[src/rtl/irq_enc_pkg.sv]
// rtl/irq_enc_pkg.sv - shared sizes, state encoding and clear-mask helper for irq_encoder8x3
package irq_enc_pkg;

  localparam int N_REQ  = 8;
  localparam int CODE_W = 3;

  typedef enum logic {
    IDLE  = 1'b0,
    OFFER = 1'b1
  } state_e;

  function automatic logic [N_REQ-1:0] onehot3(input logic [CODE_W-1:0] code);
    logic [N_REQ-1:0] mask;
    mask       = '0;
    mask[code] = 1'b1;
    return mask;
  endfunction

endpackage

[src/rtl/prio_sel8.sv]
// rtl/prio_sel8.sv - combinational 8-way selector, fixed (7 highest) or rotating downward from start
module prio_sel8
  import irq_enc_pkg::*;
(
  input  logic [N_REQ-1:0]  mask,
  input  logic [CODE_W-1:0] start,
  input  logic              rr,
  output logic [CODE_W-1:0] idx,
  output logic              found
);

  logic [CODE_W-1:0] first;
  logic [CODE_W-1:0] k;

  // Both policies are a downward wrapping scan; fixed priority just always starts at 7.
  always_comb begin
    first = rr ? start : CODE_W'(N_REQ - 1);
    idx   = '0;
    found = 1'b0;
    k     = '0;
    for (int i = 0; i < N_REQ; i++) begin
      k = first - CODE_W'(i);
      if (!found && mask[k]) begin
        idx   = k;
        found = 1'b1;
      end
    end
  end

endmodule

[src/rtl/irq_encoder8x3.sv]
// rtl/irq_encoder8x3.sv - falling-edge request capture, priority encode, valid/ready offer
module irq_encoder8x3
  import irq_enc_pkg::*;
#(
  parameter int ROUND_ROBIN = 0
) (
  input  logic              clk,
  input  logic              rst_n,
  input  logic              en,
  input  logic [N_REQ-1:0]  req_l,
  output logic [CODE_W-1:0] code,
  output logic              valid,
  input  logic              ready,
  output logic [N_REQ-1:0]  pend,
  output logic              gs
);

  state_e            state_q, state_d;
  logic [N_REQ-1:0]  req_l_q;
  logic [N_REQ-1:0]  pend_q, pend_d;
  logic [CODE_W-1:0] code_q, code_d;
  logic [CODE_W-1:0] last_grant_q, last_grant_d;

  logic [N_REQ-1:0]  fall;
  logic [N_REQ-1:0]  clr;
  logic              hs;
  logic [N_REQ-1:0]  sel_mask;
  logic [CODE_W-1:0] sel_start;
  logic [CODE_W-1:0] sel_idx;
  logic              sel_found;

  // Set wins over clear so an event landing on the accepting cycle is kept.
  always_comb begin
    fall      = req_l_q & ~req_l & {N_REQ{en}};
    hs        = (state_q == OFFER) && ready;
    clr       = hs ? onehot3(code_q) : '0;
    pend_d    = (pend_q & ~clr) | fall;
    sel_mask  = (state_q == OFFER) ? pend_d : pend_q;
    sel_start = (hs ? code_q : last_grant_q) - CODE_W'(1);
  end

  prio_sel8 u_sel (
    .mask  (sel_mask),
    .start (sel_start),
    .rr    (ROUND_ROBIN != 0),
    .idx   (sel_idx),
    .found (sel_found)
  );

  always_comb begin
    state_d      = state_q;
    code_d       = code_q;
    last_grant_d = last_grant_q;
    case (state_q)
      IDLE: begin
        if (en && sel_found) begin
          code_d  = sel_idx;
          state_d = OFFER;
        end
      end
      OFFER: begin
        if (hs) begin
          last_grant_d = code_q;
          if (en && sel_found) begin
            code_d = sel_idx;
          end else begin
            state_d = IDLE;
          end
        end
      end
      default: state_d = IDLE;
    endcase
  end

  always_ff @(posedge clk or negedge rst_n) begin
    if (!rst_n) begin
      state_q      <= IDLE;
      req_l_q      <= '1;
      pend_q       <= '0;
      code_q       <= '0;
      last_grant_q <= '0;
    end else begin
      state_q      <= state_d;
      req_l_q      <= req_l;
      pend_q       <= pend_d;
      code_q       <= code_d;
      last_grant_q <= last_grant_d;
    end
  end

  assign code  = code_q;
  assign valid = (state_q == OFFER);
  assign pend  = pend_q;
  assign gs    = |pend_q;

endmodule

[config.mk]
export PLATFORM = sky130hd
export DESIGN_NAME = irq_encoder8x3
export DESIGN_NICKNAME = d
export VERILOG_FILES = /design/src/rtl/irq_enc_pkg.sv /design/src/rtl/prio_sel8.sv /design/src/rtl/irq_encoder8x3.sv
export SDC_FILE = /design/constraint.sdc
export NUM_CORES = 1
export LEC_CHECK = 0
export ABC_AREA = 1
export CAP_MARGIN = 10
export CORE_MARGIN = 1
export CORE_UTILIZATION = 40
export CTS_CLUSTER_DIAMETER = 30
export DETAILED_ROUTE_END_ITERATION = 6
export GPL_TIMING_DRIVEN = 0
export HOLD_SLACK_MARGIN = 0.15
export PLACE_DENSITY_LB_ADDON = 0.05
export SLEW_MARGIN = 40
export SYNTH_ARGS = -nofsm -noshare
export SYNTH_HDL_FRONTEND = slang
export SYNTH_SLANG_ARGS = --single-unit
export TNS_END_PERCENT = 100
[constraint.sdc]
create_clock -name clk -period 1.3 [get_ports clk]
set_input_delay 0.26 -clock clk [delete_from_list [all_inputs] [get_ports clk]]
set_output_delay 0.26 -clock clk [all_outputs]
set_load 0.02 [all_outputs]
; ---- Word-level counts from Yosys, hierarchy flattened
; Cells that the tools add are included.
[totals]
reg_bits = 20
input_bits = 12
output_inout_bits = 13
elab_cells = 58
[op_classes]
n_lt_le_gt_ge = 2
n_eq_ne = 1
n_mux = 26
bitwise_logic = 7
reduce_logical = 18
[op_table]
columns = cell, n
row1 = $mux 3, 10
row2 = $and 8x8->8, 3
row3 = $mux 8, 2
row4 = $not 8->8, 2
row5 = $mux 1, 11
row6 = $logic_and 1x1->1, 10
row7 = $or 8x8->8, 1
row8 = $reduce_or 8->1, 1
row9 = $logic_not 1->1, 7
row10 = $pmux 3 s2, 1
row11 = $lt 3x4->1 const B, 1
row12 = $demux 1 s3, 1
row13 = $ge 3x1->1 const B, 1
row14 = $ne 2x1->1 const B, 1
row15 = $pmux 1 s2, 1
row16 = $not 1->1, 1

; ---- Longest topological paths before layout
[depth]
depth_word = 35
mapped_depth = 12

; ---- By module
; From an unflattened synthesis, not the netlist that was laid out.
[unflattened]
cells_unflattened = 293
area_unflattened_um2 = 2026.9
[by_module_without_submodules]
columns = mod, n_inst, cells_each, area_each_um2, seq_area_each_um2
row1 = irq_encoder8x3, 1, 117, 1056.0, 585.6
row2 = prio_sel8, 1, 176, 970.9, 0.0

; ---- Worst setup path before layout
; No wires, ideal clock.
[synth_path]
path_kind = register to register
start = register state_q, in the netlist valid
end = register code_q[0], in the netlist code[0]
arrival_time_ps = 1551
setup_slack_ps = -316
path_stages_with_launch = 11
period_less_slack_ps = 1616
path_cell_list = dfrtp_1 -> nand3_2 -> o21ai_1 -> nand3_1 -> nand2_2 -> nand2_2 -> nor3_2 -> nand4_2 -> nand3_2 -> nand2_1 -> nand2_1
[synth_between]
elab_chain_cells = 32
elab_cells_between_ends = 42
cone_classes = 1 x eq/ne / 21 x mux / 4 x bitwise / 16 x reduce/logical
[synth_rtl]
columns = element, line
row1 = from (decl), irq_encoder8x3.sv:18  ; state_e state_q, state_d;
row2 = from (signal assigned), irq_encoder8x3.sv:83  ; state_q <= state_d;
row3 = $logic_and 1x1->1, irq_encoder8x3.sv:35  ; hs = (state_q == OFFER) && ready;
row4 = $mux 8, irq_encoder8x3.sv:36  ; clr = hs ? onehot3(code_q) : '0;
row5 = $not 8->8, irq_encoder8x3.sv:37  ; pend_d = (pend_q & ~clr) | fall;
row6 = $and 8x8->8, irq_encoder8x3.sv:37
row7 = $or 8x8->8, irq_encoder8x3.sv:37
row8 = $mux 8, irq_encoder8x3.sv:38  ; sel_mask = (state_q == OFFER) ? pend_d : pend_q;
row9 = $mux 1, prio_sel8.sv:23  ; if (!found && mask[k]) begin
row10 = $logic_not 1->1, prio_sel8.sv:23
row11 = (+16 left out), n/a
row12 = $mux 1, prio_sel8.sv:23
row13 = $logic_not 1->1, prio_sel8.sv:23
row14 = $logic_and 1x1->1, prio_sel8.sv:23
row15 = $mux 1, prio_sel8.sv:23
row16 = $logic_and 1x1->1, "irq_encoder8x3.sv:56, irq_encoder8x3.sv:64"
row17 = $mux 3, "irq_encoder8x3.sv:56, irq_encoder8x3.sv:64"
row18 = $mux 3, irq_encoder8x3.sv:62  ; if (hs) begin
row19 = $pmux 3 s2, irq_encoder8x3.sv:54  ; case (state_q)
row20 = to (signal assigned), irq_encoder8x3.sv:86  ; code_q <= code_d;
row21 = to (decl), irq_encoder8x3.sv:21  ; logic [CODE_W-1:0] code_q, code_d;
; Parallel ways exist; a longest one is shown, timed or not. The select of a mux whose other input is x is not followed.
; A chain may end at the register's enable or synchronous reset.

; ---- Worst setup path in the final report
[layout_path]
start = register state_q, in the netlist valid
end = register code_q[2], in the netlist code[2]
; The elaborated chain is that of the path after synthesis.

==> impl_metrics.env <==
export IMPL_status="complete, but fails checks"
export IMPL_violations="setup timing"
export IMPL_clk_path_buf_depth=2
export IMPL_drt_iter0_drc=19
export IMPL_mappedNetlistArea_um2=1010
export IMPL_synth_top_family_by_area="simple AND/OR/NAND/NOR gates"
export IMPL_n_antenna_cell=0
export IMPL_synth_fa_ha_area_frac=0
export IMPL_final_nets=171
export IMPL_worst_slack_ns=-0.383
export IMPL_fin_worst_skew_ns=0.00228
export IMPL_timing_reg2reg_setup_slack_ns=-0.38
export IMPL_synth_cell_types=22
export IMPL_cts_tree="yes"
export IMPL_remaining_drc_errors=0
export IMPL_synth_nets=135
export IMPL_fin_crit_sh=1.29
export IMPL_synthTopCellsByArea="dfrtp_1 (30%), dfstp_2 (21%), nand2_1 (16%)"
export IMPL_synth_area_per_cell_um2=8.18
export IMPL_synth_xor_area_frac=0
export IMPL_yosysMostFrequentCell="nand2_1"
export IMPL_fmax_ghz=0.594
export IMPL_maxCapViolCount=0
export IMPL_cp_required_ns=1.54
export IMPL_preCtsSetupSlack_ns=-0.740
export IMPL_drtPass1Iterations=4
export IMPL_crit_arrival_ns=1.92
export IMPL_drive_gt1_frac=0.411
export IMPL_seq_area_frac_synth=0.507
export IMPL_grt_overflow=0
export IMPL_grt_pass1_wl_um=3950
export IMPL_grt_usage=0.201
export IMPL_area_growth_pct=39.2
export IMPL_coreArea_um2=2300
export IMPL_start_util=0.438
export IMPL_crit_path_end_kind="flop"
export IMPL_critPathKind="flop to flop"
export IMPL_min_period_ns=1.68
export IMPL_async_flop_share=1.00
export IMPL_grt_pass1_vias=902
export IMPL_num_io_pins=25
export IMPL_final_hold_violation_count=0
export IMPL_worst_slew_pin_slew_ns=0.448
export IMPL_grt_max_degree=21
export IMPL_rsz0062_at_grt="yes"
export IMPL_synthMuxAreaShare=0
export IMPL_cts_sinks=20
export IMPL_hpwlAfterDp_um=1650
export IMPL_synth_top_cell_area_share=0.299
export IMPL_power_density_nw_per_um2=1390
export IMPL_rows=17
export IMPL_path_clk_slew_ns=0.11
export IMPL_totalWireLength_um=2400
export IMPL_antenna_found_initial=0
export IMPL_yosys_register_bits=20
export IMPL_io_buffers=24
export IMPL_routed_via_density=4.99
export IMPL_vias=928
export IMPL_die_w_um=52.2
export IMPL_htreeDepth=1
export IMPL_synth_edf_count=0
export IMPL_setup_viol=6
export IMPL_ys_top_cells_by_count="nand2_1 (42), dfrtp_1 (12), inv_1 (10)"
export IMPL_synth_top_cell_by_area="dfrtp_1"
export IMPL_die_area_um2=2720
export IMPL_final_max_slew_viol_count=0
export IMPL_wire_per_inst_um=12.9
export IMPL_critPathLaunchType="flop"
export IMPL_cts_buffers=3
export IMPL_p_leak_nw=0.628
export IMPL_ir_worst_vdd_mv=0.703
export IMPL_synth_compound_area_share=0.0734
export IMPL_relSlewSlack=0.701
export IMPL_yosysWarnings=0
export IMPL_yosys_area_share_simple=0.373
export IMPL_cts_root_buf="clkbuf_4"
export IMPL_place_gp_congestion=0.883
export IMPL_hp_class="primary input to flop"
export IMPL_synth_ff_type="dfrtp_1"
export IMPL_clock_latency_ns=0.29
export IMPL_synth_cells=123
export IMPL_path_max_fanout=6
export IMPL_drtAntennaViolNets=0
export IMPL_whs_ns=0.385
export IMPL_die_h_um=52.2
==> per-stage QoR <==
step / utilization / power [W] / cell area, µm² / std cells / setup TNS [ns]
5_1_grt: 0.609 / 0.00208 / 1400 / 186 / -2.52
6_report: 0.609 / 0.00195 / 1400 / 186 / -1.76
4_1_cts: 0.594 / 0.00191 / 1370 / 181 / -1.67
3_5_place_dp: 0.565 / 0.00155 / 1300 / 175 / -3.57
3_3_place_gp: 0.567 / 0.00154 / 1300 / 175 / -4.74
2_1_floorplan: - / 0.00124 / 1030 / 123 / -0.824
==> logic make-up after synthesis <==
logic type,count (synthesis)
and+or+nand+nor,79
buffers and inverters,12
DFF,20
AOI/OAI and AO/OA,12
==> worst max-delay path, stage by stage, from the launching register on <==
cell and delay (ns):
dfrtp_2 0.45, buf_6 0.12, nand3_4 0.09, o21bai_4 0.15, nand3_2 0.09, nand2_2 0.08
nand2_2 0.07, nor3_2 0.16, nand4_2 0.17, nand3_2 0.15, nand2_1 0.06, nand2_1 0.05
==> power breakdown <==
group,internal [W],switching [W],leakage [nW],total [W]
Combinational,0.000306,0.000441,0.401,0.000747
Clock,0.000171,0.000188,0.0210,0.000359
Sequential,0.000735,0.000107,0.206,0.000843
Total,0.00121,0.000737,0.628,0.00195
==> final cells by class <==
cell class | count | area [µm²]
multi-input cells | 91 | 515
fillers | 222 | 897
clock buffers | 4 | 36.3
repair buffers | 31 | 248
flip-flops and latches | 20 | 517
well taps | 28 | 35.0
inverters | 11 | 43.8
plain buffers | 1 | 5.00
==> state kept, by name (all words and copies together), names as in the netlist <==
name,count
pend,8
code,3
req_l_q,8
valid,1
==> placed cells by master (no fill, tap or decap), types with 4 or more instances in the layout <==
cell	instances
nand2_2	8
buf_2	8
dfrtp_2	5
nand2_1	38
clkdlybuf4s50_1	8
o21ai_1	6
buf_4	6
nand4_1	4
inv_1	9
nand3_1	5
dfstp_2	8
nor2_1	9
dfrtp_1	7
==> repair_timing <==
| action | CTS | global route |
|---|---|---|
| pin swaps | 1 | 7 |
| gates resized for setup | 43 | 27 |
| endpoints found under the hold margin | 12 | 0 |
| gates cloned | 0 | 0 |
| hold buffers | 1 | 0 |
| endpoints found under the setup margin | 17 | 13 |
| setup buffers | 1 | 5 |
==> final timing paths <==
check                                        to                  from  cells past startpoint
setup / recovery            code[2]$_DFFE_PN0P_       valid$_DFF_PN0_                     11
hold / removal             req_l_q[0]$_DFF_PN1_              req_l[0]                      1
setup reg to reg            code[2]$_DFFE_PN0P_       valid$_DFF_PN0_                     11
hold reg to reg               pend[1]$_DFF_PN0_  req_l_q[1]$_DFF_PN1_                      2
max in group asynchronous  req_l_q[4]$_DFF_PN1_                 rst_n                      2
min in group asynchronous     pend[6]$_DFF_PN0_                 rst_n                      2
==> layer usage <==
metal  track usage  routed length, µm  vias to the layer above
met3        0.0292                 81                        2
met2         0.342               1170                       18
met5             0                  0                        -
li1              -                  -                      472
met4        0.0658                 18                        0
met1         0.261               1130                      436
Power figures use the tool's default switching activity.
